===== config.mk =====
export PLATFORM = sky130hd
export DESIGN_NAME = register_file_flat
export DESIGN_NICKNAME = d
export VERILOG_FILES = /design/src/rtl/rv32_pkg.sv /design/src/rtl/register_file_if.sv /design/src/rtl/mux32.sv /design/src/rtl/register_en.sv /design/src/rtl/register_file.sv /design/src/flat_wrapper.sv
export SDC_FILE = /design/constraint.sdc
export NUM_CORES = 2
export LEC_CHECK = 0
export ABC_AREA = 0
export CORE_UTILIZATION = 45
export CTS_CLUSTER_DIAMETER = 150
export CTS_CLUSTER_SIZE = 12
export DETAILED_ROUTE_END_ITERATION = 10
export DONT_BUFFER_PORTS = 1
export SETUP_SLACK_MARGIN = 0.02
export SYNTH_ARGS = -nofsm -noshare
export SYNTH_HDL_FRONTEND = slang
export SYNTH_SLANG_ARGS = --single-unit

===== constraint.sdc =====
create_clock -name clk -period 3.6 [get_ports clk]
set_input_delay 0 -clock clk [delete_from_list [all_inputs] [get_ports clk]]
set_output_delay 0 -clock clk [all_outputs]
set_load 0.02 [all_outputs]

===== src/rtl/rv32_pkg.sv =====
// rv32_pkg: shared register-file constants (address width, XLEN, register count, x0 index)
package rv32_pkg;
  localparam int REG_ADDR_W = 5;
  localparam int XLEN = 32;
  localparam int NUM_REGS = 32;
  localparam logic [REG_ADDR_W-1:0] X0 = 5'd0;
endpackage


===== src/rtl/register_file_if.sv =====
// register_file_if: register-file bus; master drives wr_ena/wr_addr/wr_data/rd_addr0/rd_addr1, slave drives rd_data0/rd_data1
interface register_file_if import rv32_pkg::*; #(parameter int N = XLEN);
  logic wr_ena;
  logic [REG_ADDR_W-1:0] wr_addr;
  logic [N-1:0] wr_data;
  logic [REG_ADDR_W-1:0] rd_addr0;
  logic [REG_ADDR_W-1:0] rd_addr1;
  logic [N-1:0] rd_data0;
  logic [N-1:0] rd_data1;
  modport master (output wr_ena, wr_addr, wr_data, rd_addr0, rd_addr1, input rd_data0, rd_data1);
  modport slave (input wr_ena, wr_addr, wr_data, rd_addr0, rd_addr1, output rd_data0, rd_data1);
endinterface


===== src/rtl/mux32.sv =====
// mux32: 32:1 N-bit selector; ports d (32 inputs), sel (5-bit), y
module mux32 #(parameter int N = 32) (
  input  logic [N-1:0] d [32],
  input  logic [4:0]   sel,
  output logic [N-1:0] y
);
  assign y = d[sel];
endmodule


===== src/rtl/register_en.sv =====
// register_en: N-bit flop, sync active-high reset to 0, load enable; ports clk, rst, en, d, q
module register_en #(parameter int N = 32) (
  input  logic         clk,
  input  logic         rst,
  input  logic         en,
  input  logic [N-1:0] d,
  output logic [N-1:0] q
);
  always_ff @(posedge clk)
    if (rst) q <= '0;
    else if (en) q <= d;
endmodule


===== src/rtl/register_file.sv =====
// register_file: 32 x N regfile, x0 reads 0, one sync write port, two combinational read ports; ports clk, rst (sync active-high), bus (slave)
module register_file import rv32_pkg::*; #(parameter int N = XLEN) (
  input logic clk,
  input logic rst,
  register_file_if.slave bus
);
  logic [N-1:0] regs [NUM_REGS];
  assign regs[X0] = '0;
  for (genvar i = 1; i < NUM_REGS; i++) begin : g_reg
    register_en #(.N(N)) u_reg (
      .clk(clk),
      .rst(rst),
      .en(bus.wr_ena && bus.wr_addr == REG_ADDR_W'(i)),
      .d(bus.wr_data),
      .q(regs[i])
    );
  end
  mux32 #(.N(N)) u_rd0 (.d(regs), .sel(bus.rd_addr0), .y(bus.rd_data0));
  mux32 #(.N(N)) u_rd1 (.d(regs), .sel(bus.rd_addr1), .y(bus.rd_data1));
endmodule


===== src/flat_wrapper.sv =====
// flat-port wrapper written by rule: the top's interface ports become plain ports
module register_file_flat import rv32_pkg::*;
#(parameter int N = XLEN)
  (clk, rst, bus_wr_ena, bus_wr_addr, bus_wr_data, bus_rd_addr0, bus_rd_addr1, bus_rd_data0, bus_rd_data1);
  register_file_if #(.N(N)) bus_i ();
  input logic clk;
  input logic rst;
  input wire logic [$bits(bus_i.wr_ena)-1:0] bus_wr_ena;
  input wire logic [$bits(bus_i.wr_addr)-1:0] bus_wr_addr;
  input wire logic [$bits(bus_i.wr_data)-1:0] bus_wr_data;
  input wire logic [$bits(bus_i.rd_addr0)-1:0] bus_rd_addr0;
  input wire logic [$bits(bus_i.rd_addr1)-1:0] bus_rd_addr1;
  output wire logic [$bits(bus_i.rd_data0)-1:0] bus_rd_data0;
  output wire logic [$bits(bus_i.rd_data1)-1:0] bus_rd_data1;
  assign bus_i.wr_ena = bus_wr_ena;
  assign bus_i.wr_addr = bus_wr_addr;
  assign bus_i.wr_data = bus_wr_data;
  assign bus_i.rd_addr0 = bus_rd_addr0;
  assign bus_i.rd_addr1 = bus_rd_addr1;
  assign bus_rd_data0 = bus_i.rd_data0;
  assign bus_rd_data1 = bus_i.rd_data1;
  register_file #(.N(N)) u_core (.clk(clk), .rst(rst), .bus(bus_i));
endmodule

==> qor.csv <==
metric;value;unit
post-layout instance area;63390;µm²
Hold Fails Final Rpt;0;
violated checks;max-slew violations, negative setup slack;
worst slew pin tran;5896;ps
routed len/inst;25.35;µm
Port Buffers;0;
Hold Path Class;input pin to register;
first-pass GRT wire length;319.8;mm
slowest CP cell;a21oi_1;
syn nets;6630;
Routability Congestion;0.9024;
min cycle time layout;4196;ps
largest area contributor in the netlist;dfxtp_1;
post-CTS setup buffer count;0;
post-synthesis sequential area ratio;0.3877;
Placement Setup Slack;1127;ps
DRC viols;0;
final setup violation count;208;
Top Registers;u_core.g.u_reg.q: 992 flops;
Register Area;19860;µm²
Peak VDD IR;0.0003093;V
Crit path required time;4230;ps
largest stage delay on the critical path;1410;ps
Final HPWL DP;113.6;mm
largest delay contributor family on the critical path;compound AO/OA/AOI/OAI gates;
Crit Path Class;input pin to register;
Syn Inst Count;6580;
max-cap violations;0;
Largest Register;u_core.g.u_reg.q;
via count;52330;
Area Growth Syn to Fin;23.76;%
Critical Path AT;4820;ps
synth unique cells;28;
crit start category;input pin;
Core ar.;112700;µm²
global route total overflow;0;
CTS Buf Count;92;
crit path max fanout;770;
initial antenna violation count;8;
max-slew violation count;778;
Fillers;10300;
Die Width;339.4;µm
Synth Cell Area;51220;µm²
final net count;7075;
fin crit share;1.165;
#FFs+latches synth;992;
WL final;216.3;mm
Avg Inst Size Synth;7.784;µm²
DRT antenna net count;0;
Via density;6.132;
root buf cell;clkbuf_16;
final core utilization;0.5627;
Synth top area share;0.3877;
status;finished, violations left;
Highest Clock Rate;0.2383;GHz
most frequent cells in the layout;nand2_1, a21oi_1, dfxtp_1, dlygate4sd3_1, mux2i_1;
top post-synthesis cells by area;dfxtp_1, nand2_1, mux2i_1, a21oi_1, a22oi_1;
Lkg Pwr;24.58;nW
max FFs per register;992;
slew margin rel.;-2.931;
placed cell area;51500;µm²
post-CTS resize count;0;
die area;115200;µm²
post-route clock skew;0;ps
CTS max path bufs;3;
CTS tree;yes;
largest net degree at the start of global routing;786;
worst path bufs/invs;1;
fin cells;8535;
RSZ-0062 raised after global routing;no;
Placement Rows;123;
# H-tree levels;3;
Iteration-0 DRC Markers;7214;
TritonRoute pass-1 iters;6;
cells along the critical path;a21oi_1 -> dlygate4sd3_1;
setup slack after layout;-595.6;ps
Hold-fix buffers, CTS;906;
clk sink count;992;
Multi-input gate area;28850;µm²
most common cell after layout, fill and taps aside;nand2_1;
# IOs;114;
layout cell share with drive strength beyond 1;0.05760;
vias in the first global route;50300;
Syn. warnings;0;
CP Capture Type;register;
Clk pin slew, worst setup/hold paths;60;ps
overall routing resource usage;0.3609;
Inst Count DP;7524;
Die Ht;339.4;µm
Clock Latency Late Sink;700;ps
pwr/cell area;355.6;nW/µm²
Design Power;22.54;mW
Starting Density;0.4547;
==> synth_stat cells, drive strengths merged <==
master	n
dfxtp	992
a22oi	256
nand3	192
mux2	64
a31oi	64
nand4	1
or2	5
mux4	64
nand2b	7
buf	248
clkbuf	404
nor3	76
a21oi	1120
a221oi	64
nor2b	74
nor4	8
and2	4
nor2	21
mux2i	768
nand2	2148
==> area by class of cell <==
type | count | area share
multi-input cells | 4936 | 0.4551
diodes | 4 | 0.0001579
well taps | 1500 | 0.02961
clock inverters | 5 | 0.001263
clock buffers | 95 | 0.03750
flip-flops and latches | 992 | 0.3133
repair buffers | 1003 | 0.1631
==> per-stage QoR <==
step	hold WS (ps)	TNS [ps]
after detailed placement	145.0	0
after global placement	139.8	0
after floorplan	136.0	0
after CTS	26.34	0
after global routing	81.80	0
final	75.47	-63810
==> routing by layer <==
layer / share of wire / routed length (µm) / up-vias / global-route usage
li1: - / - / 23410 / -
met1: 0.39 / 84590 / 25130 / 0.4767
met2: 0.43 / 93390 / 3152 / 0.5455
met3: 0.12 / 26970 / 636 / 0.08927
met4: 0.052 / 11300 / 12 / 0.1828
met5: 0.00033 / 71 / - / 0
==> kinds of logic after synthesis <==
kind of cell           after synthesis  synth area share
flip-flops                         992            0.3877
multiplexers                       896            0.1923
buffers and inverters              652           0.05472
AO/OA/AOI/OAI                     1504            0.1657
AND/OR/NAND/NOR                   2536            0.1995
==> worst register-to-register path: stages (launching register included) <==
cell           delay [ps]
dfxtp_1               350
nand2_1                70
a21oi_1                80
dlygate4sd3_1         830
==> worst paths after layout <==
path | endpoint | slack (ps) | startpoint | cells past startpoint
worst max-delay path | u_core.g_reg[22].u_reg.q[9] | -600 | rst | 2
worst min-delay path | u_core.g_reg[10].u_reg.q[23] | 80 | bus_wr_addr[2] | 4
worst max register to register | u_core.g_reg[1].u_reg.q[2] | 2160 | u_core.g_reg[1].u_reg.q[2] | 3
worst min register to register | u_core.g_reg[25].u_reg.q[11] | 470 | u_core.g_reg[25].u_reg.q[11] | 2
==> power by group <==
group	leakage (nW)	internal (mW)	switching (mW)
Sequential	8.00	11.1	0.0605
Combinational	15.4	0.822	1.46
Clock	1.21	4.71	4.42
(Power assumes the default switching activity.)
